[config.mk]
export PLATFORM = sky130hd
export DESIGN_NAME = opb_register_simulink2ppc_snap
export DESIGN_NICKNAME = d
export VERILOG_FILES = /design/src/rtl/opb_register_simulink2ppc_snap.sv
export SDC_FILE = /design/constraint.sdc
export NUM_CORES = 1
export LEC_CHECK = 0
export BUFFER_PORTS_ARGS = -buffer_cell sky130_fd_sc_hd__buf_2
export CAP_MARGIN = 25
export CELL_PAD_IN_SITES_DETAIL_PLACEMENT = 1
export CELL_PAD_IN_SITES_GLOBAL_PLACEMENT = 2
export CORE_MARGIN = 5
export CORE_UTILIZATION = 29
export CTS_BUF_LIST = sky130_fd_sc_hd__clkbuf_8
export DETAILED_ROUTE_END_ITERATION = 6
export PLACE_DENSITY = 0.84
export SLEW_MARGIN = 10
export SYNTH_ARGS = -nofsm -noshare
export SYNTH_HDL_FRONTEND = slang
export SYNTH_SLANG_ARGS = --single-unit
export TNS_END_PERCENT = 10
[constraint.sdc]
create_clock -name OPB_Clk -period 2.2 [get_ports OPB_Clk]
set_input_delay 0.22 -clock OPB_Clk [delete_from_list [all_inputs] [get_ports OPB_Clk]]
set_output_delay 0.22 -clock OPB_Clk [all_outputs]
set_load 0.01 [all_outputs]
[src/rtl/opb_register_simulink2ppc_snap.sv]
// OPB slave exposing a user-fabric word snapshot with new-data/overrun flags and update counter.
// Optional capture timestamp at offset 0x8 when OPB_REG_TIMESTAMP_EN is defined.
module opb_register_simulink2ppc_snap #(
  parameter logic [31:0] C_BASEADDR   = 32'h01000000,
  parameter logic [31:0] C_HIGHADDR   = 32'h010000FF,
  parameter int unsigned C_OPB_AWIDTH = 32,
  parameter int unsigned C_OPB_DWIDTH = 32,
  parameter string       C_FAMILY     = "virtex5"
) (
  input  logic                      OPB_Clk,
  input  logic                      OPB_Rst,
  input  logic [0:C_OPB_AWIDTH-1]   OPB_ABus,
  input  logic [0:3]                OPB_BE,
  input  logic [0:C_OPB_DWIDTH-1]   OPB_DBus,
  input  logic                      OPB_RNW,
  input  logic                      OPB_select,
  input  logic                      OPB_seqAddr,
  output logic [0:C_OPB_DWIDTH-1]   Sl_DBus,
  output logic                      Sl_xferAck,
  output logic                      Sl_errAck,
  output logic                      Sl_retry,
  output logic                      Sl_toutSup,
  input  logic [31:0]               user_data_in,
  input  logic                      user_data_valid
);

  typedef enum logic {StIdle, StAck} state_e;

  state_e      state_q, state_d;
  logic [31:0] snapshot_q;
  logic        new_flag_q, new_flag_d;
  logic        overrun_q, overrun_d;
  logic [15:0] upd_cnt_q;
  logic [31:0] rdata_q, rdata_d;
  logic        rd_clr_q, rd_clr_d;
  logic        ovr_clr_q, ovr_clr_d;

  logic [31:0] addr, addr_off, reg_rd, tstamp_rd;
  logic [1:0]  word;
  logic        hit;
  logic        unused_sigs;

  assign addr     = OPB_ABus;
  assign addr_off = addr - C_BASEADDR;
  assign word     = addr_off[3:2];
  assign hit      = OPB_select && (addr >= C_BASEADDR) && (addr <= C_HIGHADDR);

  assign unused_sigs = ^{OPB_seqAddr, OPB_BE[0:2], OPB_DBus[0:29], OPB_DBus[31],
                         addr_off[31:4], addr_off[1:0]};

`ifdef OPB_REG_TIMESTAMP_EN
  logic [31:0] cyc_q, tstamp_q;

  always_ff @(posedge OPB_Clk) begin
    if (OPB_Rst) begin
      cyc_q    <= '0;
      tstamp_q <= '0;
    end else begin
      cyc_q <= cyc_q + 32'd1;
      if (user_data_valid) tstamp_q <= cyc_q;
    end
  end

  assign tstamp_rd = tstamp_q;
`else
  assign tstamp_rd = '0;
`endif

  always_comb begin
    reg_rd = '0;
    unique case (word)
      2'd0: reg_rd = snapshot_q;
      2'd1: reg_rd = {upd_cnt_q, 14'd0, overrun_q, new_flag_q};
      2'd2: reg_rd = tstamp_rd;
      2'd3: reg_rd = '0;
    endcase
  end

  // Read data and side-effect requests are latched when the select is sampled in idle.
  always_comb begin
    state_d   = state_q;
    rdata_d   = rdata_q;
    rd_clr_d  = 1'b0;
    ovr_clr_d = 1'b0;
    case (state_q)
      StIdle: begin
        if (hit) begin
          state_d   = StAck;
          rdata_d   = OPB_RNW ? reg_rd : '0;
          rd_clr_d  = OPB_RNW && (word == 2'd0);
          ovr_clr_d = !OPB_RNW && (word == 2'd1) && OPB_BE[3] && OPB_DBus[30];
        end
      end
      StAck:   state_d = StIdle;
      default: state_d = StIdle;
    endcase
  end

  // A capture strobe always wins over a concurrent clear.
  always_comb begin
    new_flag_d = new_flag_q;
    overrun_d  = overrun_q;
    if (user_data_valid) begin
      new_flag_d = 1'b1;
    end else if (rd_clr_q) begin
      new_flag_d = 1'b0;
    end
    if (user_data_valid && new_flag_q && !rd_clr_q) begin
      overrun_d = 1'b1;
    end else if (ovr_clr_q) begin
      overrun_d = 1'b0;
    end
  end

  always_ff @(posedge OPB_Clk) begin
    if (OPB_Rst) begin
      state_q <= StIdle;
    end else begin
      state_q <= state_d;
    end
  end

  always_ff @(posedge OPB_Clk) begin
    if (OPB_Rst) begin
      snapshot_q <= '0;
      new_flag_q <= 1'b0;
      overrun_q  <= 1'b0;
      upd_cnt_q  <= '0;
      rdata_q    <= '0;
      rd_clr_q   <= 1'b0;
      ovr_clr_q  <= 1'b0;
    end else begin
      new_flag_q <= new_flag_d;
      overrun_q  <= overrun_d;
      rdata_q    <= rdata_d;
      rd_clr_q   <= rd_clr_d;
      ovr_clr_q  <= ovr_clr_d;
      if (user_data_valid) begin
        snapshot_q <= user_data_in;
        upd_cnt_q  <= upd_cnt_q + 16'd1;
      end
    end
  end

  assign Sl_xferAck = (state_q == StAck);
  assign Sl_DBus    = Sl_xferAck ? rdata_q : '0;
  assign Sl_errAck  = 1'b0;
  assign Sl_retry   = 1'b0;
  assign Sl_toutSup = 1'b0;

endmodule
==> metrics.md, run 1 <==
| Metric | Value |
|---|---|
| Status | finished, final reports clean |
| WHS Path Cells | 2 |
| RSZ-0062 raised after global routing | false |
| FMAX | 545 MHz |
| Actual slew at the worst max-slew pin | about 0.66 ns |
| Largest net degree at the start of global routing | between 50 and 60 |
| Initial antenna violation count | 0 |
| Ranking of synthesized cells by area | dfxtp_1 46%, mux2i_1 8.9%, and2_1 5.4% |
| N_diodes | 0 |
| Delay-heaviest family, CP | simple AND/OR/NAND/NOR gates |
| Pleak | 1.84 nW |
| Crit path kind | flip-flop to flip-flop |
| Synth Area in XOR/XNOR | 0.0236 |
| Worst-path clk slew | 0.08 ns |
| Post-DRT Antenna Nets | 0 |
| Worst endpoint data arrival time | 2.12 ns |
| HP Class | input pin to flip-flop |
| First-pass GRT wire length | between 15000 and 20000 um |
| Die Width | 123 um |
| Crit. End Element | flip-flop |
| Unique masters post-synth | 40 |
| Drt pass-1 iters | 4 |
| Routed WL per cell | 15.5 um |
| Switching Share | 0.233 |
| Peak fanout along the critical path | 5 |
| WP depth | 5 |
| Post-CTS sizing | 0 |
| Via count | approximately 3.2k |
| Fin Clk Skew | between 0.006 and 0.007 ns |
| Worst path required time | 2.48 ns |
| Total track usage | 0.137 |
| Final Wtd Congestion | 0.768 |
| DIE HEIGHT | 123 um |
| Die ar. | about 15000 sq um |
| Share of flip-flops with an asynchronous set or reset | 0 |
| Hold buffer count at CTS | 0 |
| Synth top cells by count | 85 x dfxtp_1, 51 x nor2_1, 37 x a21oi_1 |
| Seq pwr share | 0.560 |
| CTS tree | done |
| Worst path max stage delay | slightly below 0.5 ns |
| I/O pin total | 142 |
| Nets@finish | about 600 |
| Cell count of the worst reg-to-reg path | 5 |
| Number of global-route vias before repair | 3280 |
| Total grt overflow | 0 |
| Primary FF master, synth | dfxtp_1 |
| Post-synthesis adder-cell area fraction | 0.00337 |
| Slew Limit Fails | 0 |
| Worst IR Drop VDD | 0.230 mV |
| Setup TNS Final | 0 ns |
| Pwr Density | 636 nW/um^2 |
| Routed wire length | ~10000 um |
| Switch Pwr | between 0.6 and 0.7 mW |
| Post-Synthesis Cells | 404 |
| Area leader, netlist | dfxtp_1 |
| Final setup viols | 0 |
| Gate power share | 0.072 |
| Crit start category | flip-flop |
| Count leader, synth | dfxtp_1 |
| Max H-tree Level | 3 |
| Simple logic cell fraction of the synthesized area | 0.210 |
| Relative slew slack | 0.561 |
| DP Area | between 4000 and 5000 sq um |
| Row cnt | 41 |
| Reg2Reg Launch Point | upd_cnt_q[1] |
| Synthesized area | 3710 sq um |
| Complex-gate fraction of the synthesized area | 0.156 |
| TritonCTS Buffers | 9 |
| Final Hold Viols | 0 |
| Register bit total from synthesis | 85 |
| Minimum clock period | 1.84 ns |
| Mux contribution to synthesized area | 0.0921 |
| Clock power share | 0.368 |
| Synthesis Warnings | 0 |
| Clock tree sinks | 85 |
| Post-DP HPWL | 6960 um |
| Max_cap viols | 0 |
| Input/output buffers | 97 |
| Later-pin clock latency in the skew report | 0.36 ns |
| Drt via density | 4.92 |
| Final Cell Area | approximately 4500 sq um |
| Drt drc | 0 |
| CTS max path bufs | 2 |
| Main combinational cell family by area after synthesis | simple AND/OR/NAND/NOR gates |
| Critical path, cell by cell | ha_1 -> and4_1 -> nand2_1 -> or4_1 -> a21oi_1 |
| Mapped Avg Cell Area | 9.18 sq um |
| Clock Tree Root | clkbuf_8 |
| R2r endpoint | upd_cnt_q[14] |
| Slowest-stage cell, CP | or4_1 |
| Fin crit share | 0.835 |
| Layout cells sized above 1 | 0.263 |
| Core ar. | 12600 sq um |
| Hold path startpoint | OPB_RNW |
| CP Buf/Inv Count | 0 |
| Seq/Total Area, Yosys | 0.459 |
| Reg2Reg Setup Slack | between 0.3 and 0.4 ns |
| Initial Util | 0.295 |
| Drt initial violations | 227 |
| Area Growth Syn to Fin | 21.3% |
| Hold endpoint | ovr_clr_q |
| Postcts setup bufs | 0 |
| Internal power | ~2.2 mW |
| Post-synth EDFFs | 0 |
| Share of the synthesized area in the top cell type | 0.459 |
-- logic make-up (layout without fill, tap and decap cells) --
| kind of cell | count (synthesis) | after routing |
|---|---|---|
| other | 1 | 3 |
| AO/OA/AOI/OAI | 91 | 91 |
| flip-flops | 85 | 85 |
| adder cells (fa/ha/maj) | 1 | 1 |
| buffers and inverters | 42 | 123 |
| AND/OR/NAND/NOR | 140 | 140 |
| XOR/XNOR | 10 | 10 |
| multiplexers | 34 | 34 |
-- power groups by stage --
stage          combinational [mW]  clock [mW]  sequential (mW)
3_5_place_dp                0.209           0             1.64
6_report                    0.205        1.05             1.60
4_1_cts                     0.210        1.10             1.60
5_1_grt                     0.229        1.16             1.61
3_3_place_gp                0.201           0             1.64
2_1_floorplan               0.122           0             1.63
-- cell usage in the layout (no fill, tap or decap), types with 2 or more instances in the layout --
master and n:
buf_2 97, dfxtp_1 85, nor2_1 51, a21oi_1 37, mux2i_1 33, and2_1 32
nand4_1 18, a22oi_1 18, a311oi_1 18, o21ai_0 15, clkbuf_8 13, buf_4 9
nand3_1 8, nand2_1 5, xnor2_1 5, xor2_1 5, nor4_1 4, nor2b_1 3
conb_1 3, and4_1 2, o31ai_1 2, or4_1 2, inv_1 2, nor3_1 2
-- stage by stage --
stage / std cells / setup WS (ns) / util / hold WS [ns] / power (mW)
after global routing: 659 / 0.244 / 0.358 / 0.0611 / 3.00
final: 659 / 0.364 / 0.358 / 0.0696 / 2.86
after detailed placement: 645 / 0.350 / 0.343 / 0.452 / 1.85
after floorplan: 406 / 0.602 / - / 0.291 / 1.75
after global placement: 645 / 0.454 / 0.343 / 0.450 / 1.84
after CTS: 659 / 0.350 / 0.358 / 0.0501 / 2.91
-- state kept, by name, summed over array words and instances, names as in the netlist --
signal      cells
Sl_xferAck      1
rdata_q        32
snapshot_q     32
ovr_clr_q       1
rd_clr_q        1
new_flag_q      1
overrun_q       1
upd_cnt_q      16
-- worst register-to-register path: stages, from the launching register on --
cell	delay, ns
dfxtp_1	0.43
ha_1	0.20
and4_1	0.33
nand2_1	0.15
or4_1	0.49
a21oi_1	0.17
-- layout make-up --
class / instances / area (sq um)
Fill cell: 1517 / 8070
Inverter: 2 / 7.51
Clock inverter: 1 / 5.00
Sequential cell: 85 / 1700
Tap cell: 172 / 215
Clock buffer: 13 / 179
Timing Repair Buffer: 107 / 573
Multi-Input combinational cell: 279 / 1820
-- per-layer routing --
layer / track usage / up-vias / part of all wire
li1: - / 1602 / -
met1: 0.164 / 1553 / 0.42
met2: 0.236 / 76 / 0.50
met3: 0.0375 / 13 / 0.063
met4: 0.0519 / 0 / 0.015
met5: 0 / - / 0
-- worst max path at each step --
stage,startpoint,end
global route,Sl_xferAck,rdata_q[2]
detailed placement,OPB_ABus[20],rdata_q[4]
global placement,OPB_ABus[16],rdata_q[8]
floorplan,upd_cnt_q[0],upd_cnt_q[14]
CTS,upd_cnt_q[1],upd_cnt_q[14]
finish,upd_cnt_q[1],upd_cnt_q[14]
Power figures use the tool's default switching activity.
==> run 2, diff against run 1 <==
==> constraint.sdc (replaced) <==
create_clock -name OPB_Clk -period 1.7 [get_ports OPB_Clk]
set_input_delay 0.17 -clock OPB_Clk [delete_from_list [all_inputs] [get_ports OPB_Clk]]
set_output_delay 0.17 -clock OPB_Clk [all_outputs]
set_load 0.01 [all_outputs]
==> metrics.md, run 2 (synthesis results as in run 1) <==
| Metric | Value |
|---|---|
| Slew Limit Fails | 0 |
| Drt pass-1 iters | 4 |
| Crit. End Element | flip-flop |
| FMAX | 628 MHz |
| CTS tree | done |
| Number of global-route vias before repair | 3420 |
| Die Width | 123 um |
| Die ar. | 15100 sq um |
| First-pass GRT wire length | between 15000 and 20000 um |
| Worst path max stage delay | around 0.35 ns |
| Clock tree sinks | 85 |
| Met2 usage | 0.249 |
| M1 GR Usage | 0.159 |
| Fin Clk Skew | ~0.007 ns |
| Non-Filler Instances | roughly 670 |
| CP Buf/Inv Count | 1 |
| Total track usage | 0.138 |
| Fin crit share | 0.937 |
| Row cnt | 41 |
| Placed cells | 656 |
| Max_cap viols | 0 |
| Largest net degree at the start of global routing | 44 |
| Via count | 3293 |
| DIE HEIGHT | 123 um |
| Total power draw | 3.80 mW |
| Post-DP HPWL | approximately 7400 um |
| Routed wire length | 10500 um |
| Initial Util | 0.295 |
| Area Growth Syn to Fin | 25.1% |
| Input/output buffers | 97 |
| Crit path kind | flip-flop to flip-flop |
| Nets@finish | 602 |
| Worst path required time | 1.97 ns |
| Pwr Density | around 820 nW/um^2 |
| Worst IR Drop VDD | 0.269 mV |
| RSZ-0062 raised after global routing | true |
| TritonCTS Buffers | 9 |
| Critical path, cell by cell | nor4b_4 -> and4_4 -> buf_6 -> a21oi_1 -> a311oi_1 |
| Crit start category | flip-flop |
| Worst-path clk slew | 0.09 ns |
| Drt via density | between 4 and 5 |
| Hold buffer count at CTS | 0 |
| Pleak | 1.90 nW |
| GRT Max-Usage Layer | met2 |
| Slowest-stage cell, CP | dfxtp_1 |
| Drt initial violations | 179 |
| Met3 Usage GRT | 0.0398 |
| FILL cells | 1490 |
| Total grt overflow | 0 |
| I/O pin total | ~140 |
| Post-DRT Antenna Nets | 0 |
| Layout cells sized above 1 | 0.284 |
| Drt drc | 0 |
| Worst endpoint data arrival time | 1.86 ns |
| Clock Tree Root | clkbuf_8 |
| Final Wtd Congestion | 0.784 |
| Final Hold Viols | 0 |
| Max H-tree Level | 3 |
| Later-pin clock latency in the skew report | 0.36 ns |
| CTS max path bufs | 2 |
| DP Area | 4410 sq um |
| N_diodes | 0 |
| Minimum clock period | 1.59 ns |
| Final setup viols | 0 |
| Routed WL per cell | 15.6 um |
| WHS | 0.0237 ns |
| Core ar. | 12600 sq um |
| Delay-heaviest family, CP | simple AND/OR/NAND/NOR gates |
| Registers with the most flip-flops | rdata_q (32), snapshot_q (32), upd_cnt_q (16) |
| Postcts setup bufs | 0 |
| Most common cell after layout, fill and taps aside | buf_2 |
| Initial antenna violation count | 0 |
| HP Class | input pin to flip-flop |
| Most frequent cells in the layout | 97 x buf_2, 85 x dfxtp_1, 51 x nor2_1 |
| Final Cell Area | 4640 sq um |
| Peak fanout along the critical path | 20 |
| Status | finished, final reports clean |
run 2: changes by cell type in the layout (fill, tap and decap cells not counted), sizes merged:
cell and change:
buf +11, bufinv +1, clkbuf -3, clkinv +1, clkinvlp +3
run 2: timing repair:
item                                    CTS  global route
endpoints found under the setup margin    1            14
cloned                                    0             0
gates resized for setup                   1             6
run 2: metal layers:
layer	part of all wire	vias up
li1	-	1628
met1	0.43	1585
met2	0.50	71
met3	0.057	9
met4	0.012	0
met5	0	-
run 2: layout make-up:
class / instances / area, sq um / area share
multi-input cells: 279 / 1830 / 0.395
flip-flops and latches: 85 / 1700 / 0.367
repair buffers: 118 / 683 / 0.147
well taps: 172 / 215 / 0.0464
clock buffers: 10 / 138 / 0.0297
clock inverters: 6 / 62.6 / 0.0135
inverters: 2 / 7.51 / 0.00162
run 2: path summary, 6_finish.rpt:
check                 to  cells past startpoint   startpoint  slack [ns]
max reg2reg  rdata_q[23]                      5   Sl_xferAck        0.11
min            ovr_clr_q                      2      OPB_RNW        0.02
max          rdata_q[23]                      5   Sl_xferAck        0.11
min reg2reg  rdata_q[14]                      2  rdata_q[14]        0.48
run 2: power breakdown:
| group | internal [mW] | leakage (nW) | switching, mW |
|---|---|---|---|
| registers | 2.04 | 0.692 | 0.0291 |
| logic | 0.136 | 1.12 | 0.150 |
| clock network | 0.713 | 0.0943 | 0.726 |
| total | 2.89 | 1.90 | 0.904 |
run 2: stage by stage:
step	utilization	worst slack [ns]	TNS (ns)
floorplan	-	0.102	0
global placement	0.351	0.107	0
detailed placement	0.351	-0.0102	-0.0102
CTS	0.367	0.0173	0
global route	0.369	-0.00595	-0.00684
finish	0.369	0.108	0
